[src/rtl/delay_arbiter_pkg.sv]
// Shared defaults and types for the two-requester delay-unit arbiter.
package delay_arbiter_pkg;

  localparam int unsigned WIDTH_DEFAULT = 5;
  localparam int unsigned DEPTH_DEFAULT = 4;

  // Requester index carried through the tag FIFO
  typedef logic tag_t;
  typedef logic [WIDTH_DEFAULT-1:0] data_t;

endpackage

[src/rtl/delay_tag_fifo.sv]
// In-order FIFO of requester tags, one entry per transfer outstanding in the delay unit.
module delay_tag_fifo
  import delay_arbiter_pkg::*;
#(
  parameter int unsigned DEPTH = DEPTH_DEFAULT
) (
  input  logic i_clk,
  input  logic i_rst_n,
  input  logic i_push,
  input  tag_t i_tag,
  input  logic i_pop,
  output logic o_full,
  output logic o_empty,
  output tag_t o_head
);

  localparam int unsigned PtrW = $clog2(DEPTH);
  localparam logic [PtrW:0] FullCnt = (PtrW + 1)'(DEPTH);

  tag_t            r_mem [DEPTH];
  logic [PtrW-1:0] r_wptr;
  logic [PtrW-1:0] r_rptr;
  logic [PtrW:0]   r_cnt;
  logic            w_push;
  logic            w_pop;

  assign o_full  = (r_cnt == FullCnt);
  assign o_empty = (r_cnt == '0);
  assign o_head  = r_mem[r_rptr];

  // Full blocks push even when a pop lands in the same cycle
  assign w_push = i_push & ~o_full;
  assign w_pop  = i_pop & ~o_empty;

  always_ff @(posedge i_clk or negedge i_rst_n) begin
    if (!i_rst_n) begin
      r_wptr <= '0;
      r_rptr <= '0;
      r_cnt  <= '0;
    end else begin
      if (w_push) r_wptr <= r_wptr + 1'b1;
      if (w_pop)  r_rptr <= r_rptr + 1'b1;
      if (w_push && !w_pop) begin
        r_cnt <= r_cnt + 1'b1;
      end else if (!w_push && w_pop) begin
        r_cnt <= r_cnt - 1'b1;
      end
    end
  end

  // Tag storage needs no reset: the head is only consumed when not empty
  always_ff @(posedge i_clk) begin
    if (w_push) r_mem[r_wptr] <= i_tag;
  end

endmodule

[src/rtl/delay_arbiter.sv]
// Round-robin sharing of one in-order delay unit between two requesters, with
// responses routed back by a tag FIFO.
module delay_arbiter
  import delay_arbiter_pkg::*;
#(
  parameter int unsigned WIDTH = WIDTH_DEFAULT,
  parameter int unsigned DEPTH = DEPTH_DEFAULT
) (
  input  logic             CLK,
  input  logic             ASYNCRESETN,
  input  logic [WIDTH-1:0] REQ_0_data,
  input  logic [WIDTH-1:0] REQ_1_data,
  input  logic             REQ_0_valid,
  input  logic             REQ_1_valid,
  output logic             REQ_0_ready,
  output logic             REQ_1_ready,
  output logic [WIDTH-1:0] DU_IN_data,
  output logic             DU_IN_valid,
  input  logic             DU_IN_ready,
  input  logic [WIDTH-1:0] DU_OUT_data,
  input  logic             DU_OUT_valid,
  output logic             DU_OUT_ready,
  output logic [WIDTH-1:0] RSP_0_data,
  output logic [WIDTH-1:0] RSP_1_data,
  output logic             RSP_0_valid,
  output logic             RSP_1_valid,
  input  logic             RSP_0_ready,
  input  logic             RSP_1_ready,
  output logic             ERR
);

  tag_t r_rr;
  tag_t r_lock_gnt;
  logic r_lock;
  logic r_err;

  tag_t w_gnt;
  tag_t w_head;
  logic w_full;
  logic w_empty;
  logic w_gnt_valid;
  logic w_du_in_valid;
  logic w_du_out_ready;
  logic w_issue;
  logic w_pop;

  // A lone valid requester wins outright; a tie goes to the round-robin pointer
  always_comb begin
    w_gnt = r_rr;
    if (r_lock) begin
      w_gnt = r_lock_gnt;
    end else if (REQ_0_valid && REQ_1_valid) begin
      w_gnt = r_rr;
    end else if (REQ_0_valid) begin
      w_gnt = 1'b0;
    end else if (REQ_1_valid) begin
      w_gnt = 1'b1;
    end
  end

  assign w_gnt_valid   = w_gnt ? REQ_1_valid : REQ_0_valid;
  // Reset gating keeps every handshake output low while the FIFO is held empty
  assign w_du_in_valid = w_gnt_valid & ~w_full & ASYNCRESETN;
  assign w_issue       = w_du_in_valid & DU_IN_ready;

  assign DU_IN_valid = w_du_in_valid;
  assign DU_IN_data  = w_gnt ? REQ_1_data : REQ_0_data;
  assign REQ_0_ready = DU_IN_ready & ~w_gnt & ~w_full & ASYNCRESETN;
  assign REQ_1_ready = DU_IN_ready & w_gnt & ~w_full & ASYNCRESETN;

  assign w_du_out_ready = ~w_empty & (w_head ? RSP_1_ready : RSP_0_ready);
  assign w_pop          = w_du_out_ready & DU_OUT_valid;

  assign DU_OUT_ready = w_du_out_ready;
  assign RSP_0_data   = DU_OUT_data;
  assign RSP_1_data   = DU_OUT_data;
  assign RSP_0_valid  = DU_OUT_valid & ~w_empty & ~w_head;
  assign RSP_1_valid  = DU_OUT_valid & ~w_empty & w_head;
  assign ERR          = r_err;

  always_ff @(posedge CLK or negedge ASYNCRESETN) begin
    if (!ASYNCRESETN) begin
      r_rr       <= 1'b0;
      r_lock     <= 1'b0;
      r_lock_gnt <= 1'b0;
      r_err      <= 1'b0;
    end else begin
      if (w_issue) r_rr <= ~w_gnt;
      // Hold the grant while an offered transfer waits for the delay unit
      r_lock     <= w_du_in_valid & ~DU_IN_ready;
      r_lock_gnt <= w_gnt;
      if (DU_OUT_valid && w_empty) r_err <= 1'b1;
    end
  end

  delay_tag_fifo #(
    .DEPTH (DEPTH)
  ) u_tag_fifo (
    .i_clk   (CLK),
    .i_rst_n (ASYNCRESETN),
    .i_push  (w_issue),
    .i_tag   (w_gnt),
    .i_pop   (w_pop),
    .o_full  (w_full),
    .o_empty (w_empty),
    .o_head  (w_head)
  );

endmodule

[config.mk]
export PLATFORM = sky130hd
export DESIGN_NAME = delay_arbiter
export DESIGN_NICKNAME = d
export VERILOG_FILES = /design/src/rtl/delay_arbiter_pkg.sv /design/src/rtl/delay_tag_fifo.sv /design/src/rtl/delay_arbiter.sv
export SDC_FILE = /design/constraint.sdc
export NUM_CORES = 1
export LEC_CHECK = 0
export CAP_MARGIN = 20
export CORE_MARGIN = 2
export CORE_UTILIZATION = 43
export CTS_CLUSTER_DIAMETER = 80
export DETAILED_ROUTE_END_ITERATION = 16
export MAX_ROUTING_LAYER = met4
export PLACE_DENSITY = 0.9
export SLEW_MARGIN = 5
export SYNTH_ARGS = -nofsm -noshare
export SYNTH_HDL_FRONTEND = slang
export SYNTH_HIERARCHICAL = 1
export SYNTH_SLANG_ARGS = --single-unit
[constraint.sdc]
create_clock -name CLK -period 4.4 [get_ports CLK]
set_input_delay 0.44 -clock CLK [delete_from_list [all_inputs] [get_ports CLK]]
set_output_delay 0.44 -clock CLK [all_outputs]
set_load 0.05 [all_outputs]
Word level (Yosys, flattened, before mapping)
Memories as Yosys holds them, arrays and structs flattened. Cells that the tools add are included.

Add/subtract/negate cells: 4. Reductions and logical operators: 8. Shifts and indexed selects: 0. Eq/ne operators: 1. $lt $le $gt $ge: 0. Div/mod/pow operators: 0. $mul: 0. Multiplexer cells: 11. Bitwise gates (word level): 22.

Operators by type and width (number): $and 1x1->1 (17); $mux 1 (8); $mux 3 (2); $mux 5 (1); $not 1->1 (5); $add 2x1->2 const B (2); $logic_and 1x1->1 (4); $add 3x1->3 const B (1); $eq 3x3->1 const B (1); $logic_not 3->1 (1); $sub 3x1->3 const B (1); $logic_not 1->1 (2); $reduce_bool 2->1 (1).

RAM bits: 4. Bits in latches: 0. Logic and storage cells: 54. Register bits after elaboration: 11. Input port bits: 23. Memories: 1. Memory bits (read-only): 0. Output and inout port bits: 22.

Memories: u_tag_fifo.r_mem (depth 4, bits a word 1, read ports 1, clocked after Yosys merged registers in 0, write ports 1, line delay_tag_fifo.sv:20) `tag_t r_mem [DEPTH];`.

Longest topological paths before layout
Gate-level depths: netlist of run 1.

Depth after elaboration: 13. Mapped depth: 12. Mapped depth without buffers: 11.

By module
Netlist of run 1, hierarchy kept.

By module, submodules not included: delay_tag_fifo (area an instance 568.0 um2, cells an instance 41, sequential area each 295.3 um2, instances 1); delay_arbiter (area an instance 389.1 um2, cells an instance 44, sequential area each 100.1 um2, instances 1).

Worst setup path before layout of run 1
OpenSTA, ideal clock, no wires.

Path type: flip-flop to flip-flop. Start point: register u_tag_fifo.r_rptr[0]. End point: register u_tag_fifo.r_cnt[1]. Clock period less this slack: 3084 ps. Path buffers: 0. Arrival: 2959 ps. Setup time: 125 ps. Cell stages (with the launch flop): 10. Path slack: 1316 ps. Required time: 4275 ps. Path through: dfrtp_1 mux4_2 mux2i_1 nor2_1 and2_1 nand2_1 ha_1 inv_1 fa_1 mux2_2.

Longest elaborated chain between the ends: 8. Elaborated cells on any way between the ends: 10. Classes of those cells: mux (2); bitwise (3); reduce/logical (4); memory (1).

Ends and longest elaborated chain: from (decl) (line delay_tag_fifo.sv:22) `logic [PtrW-1:0] r_rptr;`; from (signal assigned) (line delay_tag_fifo.sv:42) `if (w_pop) r_rptr <= r_rptr + 1'b1;`; $mem_v2 4x1 *; via w_head (line delay_arbiter.sv:38) `tag_t w_head;`; $mux 1 * (line delay_arbiter.sv:71) `assign w_du_out_ready = ~w_empty & (w_head ? RSP_1_ready : RSP_0_ready);`; $and 1x1->1 * (line delay_arbiter.sv:71); via DU_OUT_ready (line delay_arbiter.sv:22) `output logic DU_OUT_ready,`; $and 1x1->1 * (line delay_arbiter.sv:72) `assign w_pop = w_du_out_ready & DU_OUT_valid;`; via w_pop (line delay_arbiter.sv:45) `logic w_pop;`; $and 1x1->1 * (line delay_tag_fifo.sv:33) `assign w_pop = i_pop & ~o_empty;`; $logic_not 1->1 (line delay_tag_fifo.sv:43) `if (w_push && !w_pop) begin`; $logic_and 1x1->1 (line delay_tag_fifo.sv:43); $mux 3 or $reduce_bool 2->1 (tied branches); to (signal assigned) (line delay_tag_fifo.sv:44) `r_cnt <= r_cnt + 1'b1;`; to (signal assigned) (line delay_tag_fifo.sv:46) `r_cnt <= r_cnt - 1'b1;`; to (decl) (line delay_tag_fifo.sv:23) `logic [PtrW:0] r_cnt;`.

Mark *: on every way through the listed nets, which the timed path passes. The rest lies on a longest branch. A chain may end at the register's enable or synchronous reset.

Worst setup path after layout of run 1
Start point: input port REQ_1_valid. End point: output port DU_IN_data[4].

Longest elaborated chain between the ends: 5. Elaborated cells on any way between the ends: 6. Classes of those cells: mux (5); reduce/logical (1).

Ends and longest elaborated chain: from (decl) (line delay_arbiter.sv:14) `input logic REQ_1_valid,`; $mux 1 (line delay_arbiter.sv:56) `end else if (REQ_1_valid) begin`; $mux 1 (line delay_arbiter.sv:54) `end else if (REQ_0_valid) begin`; $mux 1 * (line delay_arbiter.sv:52) `end else if (REQ_0_valid && REQ_1_valid) begin`; $mux 1 * (line delay_arbiter.sv:50) `if (r_lock) begin`; via w_gnt (line delay_arbiter.sv:37) `tag_t w_gnt;`; $mux 5 * (line delay_arbiter.sv:67) `assign DU_IN_data = w_gnt ? REQ_1_data : REQ_0_data;`; to (decl) (line delay_arbiter.sv:17) `output logic [WIDTH-1:0] DU_IN_data,`.

Marked as above.

==> results of run 1 <==
[state kept, by name, summed over array words and instances, names as in the netlist]
signal	cells
ERR	1
r_lock	1
r_lock_gnt	1
r_rr	1
u_tag_fifo/r_cnt	3
u_tag_fifo/r_mem	4
u_tag_fifo/r_rptr	2
u_tag_fifo/r_wptr	2
[Yosys cell counts]
cell type | n | area, um^2
mux2_4 | 1 | 15.0
mux2_2 | 6 | 67.6
nor4b_1 | 1 | 8.76
a21oi_1 | 3 | 15.0
fa_1 | 1 | 20.0
or3_1 | 1 | 6.26
nand3b_1 | 1 | 7.51
nand2_1 | 2 | 7.51
buf_4 | 10 | 75.1
o21ai_0 | 2 | 10.0
xnor2_1 | 4 | 35.0
and3b_1 | 1 | 8.76
nor3b_2 | 1 | 12.5
nor2_1 | 5 | 18.8
a21o_1 | 3 | 22.5
ha_1 | 5 | 62.6
buf_6 | 1 | 11.3
nor3b_1 | 2 | 15.0
dfrtp_1 | 11 | 275
inv_1 | 7 | 26.3
xor2_1 | 2 | 17.5
nand3_1 | 1 | 5.00
edfxtp_1 | 4 | 120
mux4_2 | 1 | 22.5
and2_2 | 1 | 7.51
and2_1 | 5 | 31.3
o21ai_4 | 1 | 16.3
mux2i_1 | 1 | 10.0
nor2b_1 | 1 | 6.26
[kinds of logic after synthesis]
logic type | Yosys count
adders and majority gates | 6
and+or+nand+nor | 22
buffers and inverters | 18
DFF | 15
xor gates and xnor gates | 6
AOI/OAI and AO/OA | 9
muxes | 9
[final cells by class]
cell class                      count  area share, %
Clock buffer                        4           2.14
Inverter                            7           2.14
Multi-Input combinational cell     52           36.5
Sequential cell                    15           32.1
Tap cell                           28           2.85
Timing Repair Buffer               30           24.2
[routing by layer]
| metal | track usage [%] | part of all wire, % | vias to the layer above |
|---|---|---|---|
| met3 | 3.22 | 6.9 | 0 |
| met1 | 15.3 | 42 | 328 |
| met4 | 3.15 | 0 | 0 |
| li1 | - | - | 322 |
| met5 | - | 0 | - |
| met2 | 28.4 | 51 | 30 |
[path summary, 6_finish.rpt]
kind                                      startpoint  slack (ps)  depth (start not counted)                   end
min in group asynchronous                ASYNCRESETN         470                          2   u_tag_fifo/r_cnt[2]
worst max-delay path                     REQ_1_valid        1360                          6         DU_IN_data[4]
worst min-delay path                             ERR         460                          1                   ERR
max in group asynchronous                ASYNCRESETN        3770                          2  u_tag_fifo/r_rptr[0]
worst max register to register  u_tag_fifo/r_rptr[0]        1800                         11   u_tag_fifo/r_cnt[2]
worst min register to register                   ERR         460                          1                   ERR
[power by group through the flow]
stage | Combinational (mW) | Sequential [mW] | Clock, mW
6_report | 0.396 | 0.246 | 0.0752
5_1_grt | 0.428 | 0.254 | 0.0831
4_1_cts | 0.399 | 0.247 | 0.0788
3_5_place_dp | 0.398 | 0.249 | 0
3_3_place_gp | 0.385 | 0.244 | 0
2_1_floorplan | 0.308 | 0.249 | 0
[cell usage in the layout (no fill, tap or decap), drive strengths merged, types with 2 or more instances in the layout]
master         Yosys  layout
clkdlybuf4s50      0      29
dfrtp             11      11
inv                7       7
mux2               7       7
and2               6       6
nor2               5       5
ha                 5       5
xnor2              4       4
edfxtp             4       4
clkbuf             0       4
a21o               3       3
a21oi              3       3
nor3b              3       3
o21ai              3       3
nand2              2       2
xor2               2       2
[critical path: stages]
cell and delay [ps]:
clkdlybuf4s50_1 510, inv_1 70, a21o_1 180, o21ai_4 310
mux2_2 380, clkdlybuf4s50_1 700
[through the flow]
step | hold WS (ps) | worst slack (ps)
2_1_floorplan | 144 | 1320
3_3_place_gp | 440 | 1430
3_5_place_dp | 448 | 1350
4_1_cts | 467 | 1350
5_1_grt | 492 | 1280
6_report | 462 | 1360
==> impl_results.md, run 1 <==
- Outcome: finished, final reports clean
- Avg Cell Area, Syn: around 11 um^2
- Vias: 680
- Skew-Pair Late Insertion Delay: between 200 and 300 ps
- Initial antenna violation count: 0
- Post-DR wirelength/cell: 12.5 um
- Post-synthesis adder-cell area fraction: 8.63%
- Final wirelength: 1.71 mm
- Synth Net Count: approximately 110
- Syn-to-layout area delta: 28.5%
- Initial Util: between 40% and 50%
- Mux share of post-synthesis cell area: ~12%
- Hold buffers post-CTS: 0
- Layout Cells excl Fill: 136
- Overall Power: 0.717 mW
- Worst endpoint required time: a little under 4000 ps
- #FFs+latches synth: 15
- Area of the multi-input gates: 449 um^2
- Cts bufs inserted: 3
- NetSw: ~0.31 mW
- CP Class: primary input to output port
- Drc violations: 0
- RSZ-0062 raised after global routing: false
- Max Freq: roughly 0.33 GHz
- GR Util All Layers: 14.8%
- Pin count of the biggest net entering global routing: 15
- Filler cells: 185
- Maximum VDD drop: 0.273 mV
- Mapped Area: 957 um^2
- Rows: 17
- Slew at the pin closest to its max-slew limit: between 500 and 600 ps
- Post-route cell area: 1230 um^2
- H-tree Lvls: 1
- Final Max Slew Viols: 0
- Compound-Gate Fraction of Synth Area: roughly 6.7%
- Detailed placement HPWL: 1.38 mm
- Flop pwr share: 34.3%
- # IOs: 45
- Port-buffer cells: 29
- Static Leak: 0.526 nW
- Switch share: 43.2%
- Worst setup EP type: output port
- Setup violations, final: 0
- Synth cell types: 29
- Max-slew headroom: 65.3%
- Hold WC Path Type: register to register
- Die Area: about 2600 um^2
- Number of DRC markers in iteration 0: 5
- Critical path data arrival time: 2600 ps
- Layout cells sized above 1: 13.9%
- Clock power share: 10.5%
- First-pass DRT Iterations: 4
- FF+latch area: 395 um^2
- Ys Warns: 6
- Fin util: 57.3%
- Final antenna-violating net count: 0
- Max FO, Critical Path: 13
- Post_cts resized: 0
- Layout Nets: 138
- Combinational family with the most area after synthesis: simple AND/OR/NAND/NOR gates
- Post-Place Cell Area: 1200 um^2
- Period minus WS final: 3040 ps
- Sequential-to-total area share from yosys stat: between 40% and 50%
- Total gr overflow: 0
- Number of vias per cell: 5.00
- DIE WIDTH: 51.2 um
- Vias in the first global route: 697
- Routability cong.: approximately 0.75
- Simple-gate share of the synthesized area: 14.1%
- Clock Sinks: 15
- Clk root buf: clkbuf_4
- Core ar.: 2150 um^2
- Clk slew on worst S/H paths: 80 ps
- Synth Area in XOR/XNOR: 5.49%
- Dpl cells: 132
- Comb pwr share: a little under three fifths
- Power density of the placed cells: 583 nW/um^2
- Max-cap violations: 0
- Fin Setup TNS: 0 ps
- Int Pwr: 0.407 mW
- Die H: approximately 51 um
- Crit share post-route: 69.0%
- Element type at the critical path start: primary input
- Postcts setup bufs: 0
- Cells after Synth: 85
- ANT cells: 0
- Skew final: 5.94 ps
- CTS tree: built
- Number of hold violations in the final report: 0
- Clock Tree Buf Depth: 2
- First-pass GRT wire length: ~2.8 mm
Power figures use the tool's default switching activity.
==> run 2, diff against run 1 <==
--- a/config.mk
+++ b/config.mk
@@ -7,11 +7,11 @@
 export LEC_CHECK = 0
 export CAP_MARGIN = 20
 export CORE_MARGIN = 2
-export CORE_UTILIZATION = 43
+export CORE_UTILIZATION = 40
 export CTS_CLUSTER_DIAMETER = 80
 export DETAILED_ROUTE_END_ITERATION = 16
 export MAX_ROUTING_LAYER = met4
-export PLACE_DENSITY = 0.9
+export PLACE_DENSITY = 0.85
 export SLEW_MARGIN = 5
 export SYNTH_ARGS = -nofsm -noshare
 export SYNTH_HDL_FRONTEND = slang
==> constraint.sdc (replaced) <==
create_clock -name CLK -period 2.8 [get_ports CLK]
set_input_delay 0.28 -clock CLK [delete_from_list [all_inputs] [get_ports CLK]]
set_output_delay 0.28 -clock CLK [all_outputs]
set_load 0.05 [all_outputs]
==> run 2 against run 1 <==
Non-clock buffer count grew 1; flip-flop and latch count did not move; cell count is 0.74% higher; clock-buffer cell count did not move; worst setup slack got worse by 1200 ps; core utilization down 1.8 points; clock skew rose by 1.6 ps; global-route usage fell by 1.6 points; via count is 4.6% lower.
==> impl_results.md, run 2 (same netlist as run 1, synthesis figures left out) <==
- Skew-Pair Late Insertion Delay: 280 ps (was 270 ps)
- Cts bufs inserted: 3 (unchanged)
- Number of DRC markers in iteration 0: 7 (was 5)
- DIE WIDTH: 52.9 um (was 51.2 um)
- Clock Tree Buf Depth: 2 (unchanged)
- Postcts setup bufs: 0 (unchanged)
- Skew final: 7.55 ps (was 5.94 ps)
- Register name with the most flops: u_tag_fifo/r_mem (unchanged)
- # IOs: 45 (unchanged)
- ANT cells: 0 (unchanged)
- Power density of the placed cells: 922 nW/um^2 (was 583 nW/um^2)
- Pin count of the biggest net entering global routing: 14 (was 15)
- Final antenna-violating net count: 0 (unchanged)
- Routability cong.: 0.762 (was 0.752)
- H-tree Lvls: 1 (unchanged)
- Number of hold violations in the final report: 0 (unchanged)
- Static Leak: 0.542 nW (was 0.526 nW)
- Max-cap violations: 0 (unchanged)
- RSZ-0062 raised after global routing: false (unchanged)
- Core ar.: 2230 um^2 (was 2150 um^2)
- Syn-to-layout area delta: 29.3% (was 28.5%)
- Crit share post-route: 94.3%
- Most frequent cells in the layout: 21 x clkdlybuf4s50_1, 11 x dfrtp_1, 10 x buf_4 (was 29 x clkdlybuf4s50_1, 11 x dfrtp_1, 7 x inv_1)
- Max-slew headroom: 67.0% (was 65.3%)
- Final Max Slew Viols: 0 (unchanged)
- Hold WC Path Type: primary input to asynchronous set/reset pin (was register to register)
- Detailed placement HPWL: 1.26 mm (was 1.38 mm)
- Worst setup EP type: output port (unchanged)
- Vias in the first global route: 639 (was 697)
- Clk root buf: clkbuf_4 (unchanged)
- Commonest non-fill, non-tap cell in the layout: clkdlybuf4s50_1 (unchanged)
- RR Startpoint: u_tag_fifo/r_rptr[0] (unchanged)
- Critical path data arrival time: 2360 ps (was 2600 ps)
- Reg2Reg Depth: 11 (unchanged)
- GR Util All Layers: 13.2% (was 14.8%)
- CP Cell Sequence: mux4_2 -> mux2i_4 -> nor2_4 -> clkdlybuf4s50_1 (was clkdlybuf4s50_1 -> inv_1 -> a21o_1 -> o21ai_4 -> mux2_2 -> clkdlybuf4s50_1)
- CTS tree: built (unchanged)
- Max Freq: 0.379 GHz
- Outcome: finished, final reports clean (unchanged)
- Element type at the critical path start: register (was primary input)
- Top Registers: u_tag_fifo/r_mem (4), u_tag_fifo/r_cnt (3) (unchanged)
- Setup violations, final: 0 (unchanged)
- Layout Nets: 139 (was 138)
- Port-buffer cells: 29 (unchanged)
- Die Area: 2800 um^2 (was 2620 um^2)
- Hold slack: 356 ps (was 462 ps)
- Worst endpoint required time: 2520 ps (was 3960 ps)
- Initial Util: 42.9% (was 44.6%)
- Final WS setup: 159 ps (was 1360 ps)
- Crit path largest cell delay: 800 ps (was 700 ps)
- Slew at the pin closest to its max-slew limit: 494 ps (was 520 ps)
- Total gr overflow: 0 (unchanged)
- Vias: 649 (was 680)
- Die H: 52.9 um (was 51.2 um)
- Rows: 17 (unchanged)
- R2r setup slk: 210 ps (was 1800 ps)
- Fin Setup TNS: 0 ps (unchanged)
- Max FO, Critical Path: 3 (was 13)
- First-pass GRT wire length: 2.60 mm (was 2.82 mm)
- R2R Path End: u_tag_fifo/r_cnt[2] (unchanged)
- Final wirelength: 1.58 mm (was 1.71 mm)
- Number of vias per cell: 4.74 (was 5.00)
- Pre-CTS setup slack: 187 ps (was 1350 ps)
- Period minus WS final: 2640 ps
- Layout cells sized above 1: 23.9% (was 13.9%)
- Post-DR wirelength/cell: 11.5 um (was 12.5 um)
- Clock Sinks: 15 (unchanged)
- Initial antenna violation count: 0 (unchanged)
- Maximum VDD drop: 0.473 mV (was 0.273 mV)
- Clk slew on worst S/H paths: 90 ps (was 80 ps)
- Slowest CP cell: clkdlybuf4s50_1 (unchanged)
- Drc violations: 0 (unchanged)
- CP Class: register to output port (was primary input to output port)
- Crit. Startpoint: u_tag_fifo/r_rptr[0] (was REQ_1_valid)
- Largest register FFs: 4 (unchanged)
- First-pass DRT Iterations: 2 (was 4)
- Overall Power: 1.14 mW (was 0.717 mW)
==> run 2: changes by cell type in the layout (fill, tap and decap cells not counted) <==
cell             previous run  this run
buf_4                       1        10
nor2_1                      5         4
nor2_4                      0         1
mux2i_1                     1         0
clkdlybuf4s50_1            29        21
mux2i_4                     0         1
==> run 2: repair_timing <==
action	in CTS	in global routing
hold buffers	0	0
gates resized for setup	0	2
setup endpoints to repair	0	1
==> run 2: critical path, delay by kind of cell, from the launching register on <==
family                 cells  cell delay, ps
buffers and inverters      1             800
DFF                        1             410
muxes                      2             800
and+or+nand+nor            1              80
==> run 2: through the flow <==
stage	util, %	cells	area [um^2]
finish	55.4	137	1240
global route	55.4	137	1240
CTS	54.8	137	1220
detailed placement	53.7	133	1200
global placement	53.7	133	1200
floorplan	-	85	965
==> run 2: worst max-delay path by stage <==
stage                           to  slack, ps  cells after the start
2_1_floorplan  u_tag_fifo/r_cnt[1]        120                      9
3_3_place_gp   u_tag_fifo/r_cnt[2]        260                     11
3_5_place_dp   u_tag_fifo/r_cnt[2]        190                     11
4_1_cts        u_tag_fifo/r_cnt[2]        160                     11
5_1_grt        u_tag_fifo/r_cnt[2]         30                     11
6_report              DU_OUT_ready        160                      4
==> run 2: area by class of cell <==
type | instances | area [um^2]
clock buffers | 4 | 26.3
fillers | 197 | 996
inverters | 7 | 26.3
multi-input cells | 52 | 469
flip-flops and latches | 15 | 395
well taps | 28 | 35.0
repair buffers | 31 | 285
==> run 2: power breakdown <==
group          switching (mW)  internal, mW
sequential             0.0687         0.310
clock                  0.0671        0.0552
combinational           0.356         0.284
total                   0.491         0.649
==> run 2: layer usage <==
metal | wire, um | track usage [%]
met1 | 640 | 14.7
met2 | 766 | 22.3
met3 | 156 | 3.11
met4 | 12 | 6.41
met5 | 0 | -
==> run 3, diff against run 2 <==
--- a/config.mk
+++ b/config.mk
@@ -7,11 +7,11 @@
 export LEC_CHECK = 0
 export CAP_MARGIN = 20
 export CORE_MARGIN = 2
-export CORE_UTILIZATION = 40
+export CORE_UTILIZATION = 43
 export CTS_CLUSTER_DIAMETER = 80
 export DETAILED_ROUTE_END_ITERATION = 16
 export MAX_ROUTING_LAYER = met4
-export PLACE_DENSITY = 0.85
+export PLACE_DENSITY = 0.9
 export SLEW_MARGIN = 5
 export SYNTH_ARGS = -nofsm -noshare
 export SYNTH_HDL_FRONTEND = slang
==> constraint.sdc (replaced) <==
create_clock -name CLK -period 3.1 [get_ports CLK]
set_input_delay 0.31 -clock CLK [delete_from_list [all_inputs] [get_ports CLK]]
set_output_delay 0.31 -clock CLK [all_outputs]
set_load 0.05 [all_outputs]
==> run 3 against run 2 <==
Critical path type is now primary input to output port; hold slack better by 11 ps; routed wire length grew 7.6%; non-clock buffer count unchanged; first-iteration DRC count increased by 86%; core utilization grew 2.3 points; clock power shrank 9.8%; cell count stayed put; clock-buffer cell count shrank 1; critical path depth increased by 2; cell area up 0.10%; flip-flop and latch count stayed put; register-to-register slack gained 240 ps; largest cell class unchanged; critical endpoint is now DU_IN_data[0].
==> impl_results.md, run 3 (same netlist as run 1, synthesis figures left out) <==
- Core ar.: 2150 um^2 (was 2230 um^2)
- Reg2Reg Depth: 11 (unchanged)
- Hold slack: 367 ps (was 356 ps)
- Cts bufs inserted: 3 (unchanged)
- DIE WIDTH: 51.2 um (was 52.9 um)
- Worst endpoint required time: 2790 ps (was 2520 ps)
- Final WS setup: 334 ps (was 159 ps)
- Critical path data arrival time: 2460 ps (was 2360 ps)
- Static Leak: 0.534 nW (was 0.542 nW)
- Setup violations, final: 0 (unchanged)
- Largest register FFs: 4 (unchanged)
- # IOs: 45 (unchanged)
- Fin Setup TNS: 0 ps (unchanged)
- Crit share post-route: 89.2%
- Number of vias per cell: 4.88 (was 4.74)
- Number of hold violations in the final report: 0 (unchanged)
- Routability cong.: 0.755 (was 0.762)
- Max FO, Critical Path: 13 (was 3)
- Slew at the pin closest to its max-slew limit: 510 ps (was 494 ps)
- Overall Power: 1.02 mW (was 1.14 mW)
- Postcts setup bufs: 0 (unchanged)
- First-pass DRT Iterations: 3 (was 2)
- H-tree Lvls: 1 (unchanged)
- Post-Route M1 WL: 745 um (was 640 um)
- Skew-Pair Late Insertion Delay: 280 ps (about the same)
- Hold WC Path Type: primary input to asynchronous set/reset pin (unchanged)
- Most frequent cells in the layout: 29 x clkdlybuf4s50_1, 11 x dfrtp_1, 7 x inv_1 (was 21 x clkdlybuf4s50_1, 11 x dfrtp_1, 10 x buf_4)
- Post-route cell area: 1240 um^2 (about the same)
- First-pass GRT wire length: 3.02 mm (was 2.60 mm)
- ANT cells: 0 (unchanged)
- Number of DRC markers in iteration 0: 13 (was 7)
- Clock Tree Buf Depth: 2 (unchanged)
- Max-cap violations: 0 (unchanged)
- Metal2 WL: 782 um (was 766 um)
- Rows: 17 (unchanged)
- Maximum VDD drop: 0.424 mV (was 0.473 mV)
- Pin count of the biggest net entering global routing: 14 (unchanged)
- Power density of the placed cells: 825 nW/um^2 (was 922 nW/um^2)
- Detailed placement HPWL: 1.35 mm (was 1.26 mm)
- Final antenna-violating net count: 0 (unchanged)
- Post_cts resized: 0 (unchanged)
- Final Max Slew Viols: 0 (unchanged)
- CP Class: primary input to output port (was register to output port)
- Port-buffer cells: 29 (unchanged)
- Vias: 668 (was 649)
- Hold buffers post-CTS: 0 (unchanged)
- Pre-CTS setup slack: 328 ps (was 187 ps)
- Vias in the first global route: 712 (was 639)
- Initial Util: 44.6% (was 42.9%)
- Total gr overflow: 0 (unchanged)
- Layout Nets: 139 (unchanged)
- RSZ-0062 raised after global routing: false (unchanged)
- Final wirelength: 1.70 mm (was 1.58 mm)
- Drc violations: 0 (unchanged)
- Initial antenna violation count: 0 (unchanged)
- R2r setup slk: 450 ps (was 210 ps)
- Outcome: finished, final reports clean (unchanged)
- Clock Sinks: 15 (unchanged)
- Period minus WS final: 2770 ps
- CTS tree: built (unchanged)
- Met3 WL post-DR: 135 um (was 156 um)
- Register name with the most flops: u_tag_fifo/r_mem (unchanged)
- GR Util All Layers: 16.2% (was 13.2%)
- Skew final: 0.830 ps (was 7.55 ps)
- Die H: 51.2 um (was 52.9 um)
- Clk root buf: clkbuf_4 (unchanged)
- Max Freq: 0.362 GHz
- Die Area: 2620 um^2 (was 2800 um^2)
- Post-Place Cell Area: 1210 um^2 (was 1200 um^2)
- Max-slew headroom: 65.9% (was 67.0%)
- Layout cells sized above 1: 15.6% (was 23.9%)
- Top Registers: u_tag_fifo/r_mem (4), u_tag_fifo/r_cnt (3) (unchanged)
- Element type at the critical path start: primary input (was register)
- Max layer used: met4 (unchanged)
- Post-DR wirelength/cell: 12.4 um (was 11.5 um)
- Syn-to-layout area delta: 29.4% (was 29.3%)
- Worst setup EP type: output port (unchanged)
- Commonest non-fill, non-tap cell in the layout: clkdlybuf4s50_1 (unchanged)
- Clk slew on worst S/H paths: 90 ps (about the same)
## run 3: changes by cell type in the layout (fill, tap and decap cells not counted)
cell,previous run,this run
buf_4,10,2
clkbuf_1,1,0
clkdlybuf4s50_1,21,29
clkinv_2,0,1
mux2i_1,0,1
mux2i_4,1,0
nor2_1,4,5
nor2_4,1,0
## run 3: layout make-up
class / count / area, um^2
Clock buffer: 3 / 22.5
Clock inverter: 1 / 5.00
Fill cell: 172 / 910
Inverter: 7 / 26.3
Multi-Input combinational cell: 52 / 449
Sequential cell: 15 / 395
Tap cell: 28 / 35.0
Timing Repair Buffer: 31 / 305
## run 3: final timing paths
| kind | start | to |
|---|---|---|
| worst max-delay path | REQ_1_valid | DU_IN_data[0] |
| worst min-delay path | ASYNCRESETN | r_lock |
| worst max register to register | u_tag_fifo/r_rptr[0] | u_tag_fifo/r_cnt[2] |
| worst min register to register | ERR | ERR |
| max in group asynchronous | ASYNCRESETN | u_tag_fifo/r_rptr[0] |
| min in group CLK | ERR | ERR |
## run 3: per-stage QoR
stage / utilization, % / instances
2_1_floorplan: - / 85
3_3_place_gp: 56.4 / 133
3_5_place_dp: 56.4 / 133
4_1_cts: 57.7 / 137
5_1_grt: 57.7 / 137
6_report: 57.7 / 137
## run 3: per-layer routing
layer  up-vias  global-route usage [%]
met5         -                       -
met4         0                    7.21
met3         3                    4.09
met2        33                    26.0
met1       311                    19.3
li1        321                       -
## run 3: report_power, final
group / leakage [nW] / total, mW / internal (mW) / switching, mW
logic: 0.355 / 0.566 / 0.251 / 0.315
clock network: 0.0177 / 0.110 / 0.0479 / 0.0618
registers: 0.162 / 0.346 / 0.280 / 0.0665
total: 0.534 / 1.02 / 0.579 / 0.443
## run 3: worst max-delay path, stage by stage
cell	delay (ps)
clkdlybuf4s50_1	510
inv_1	60
a21o_1	180
o21ai_4	320
mux2_2	380
clkdlybuf4s50_1	700
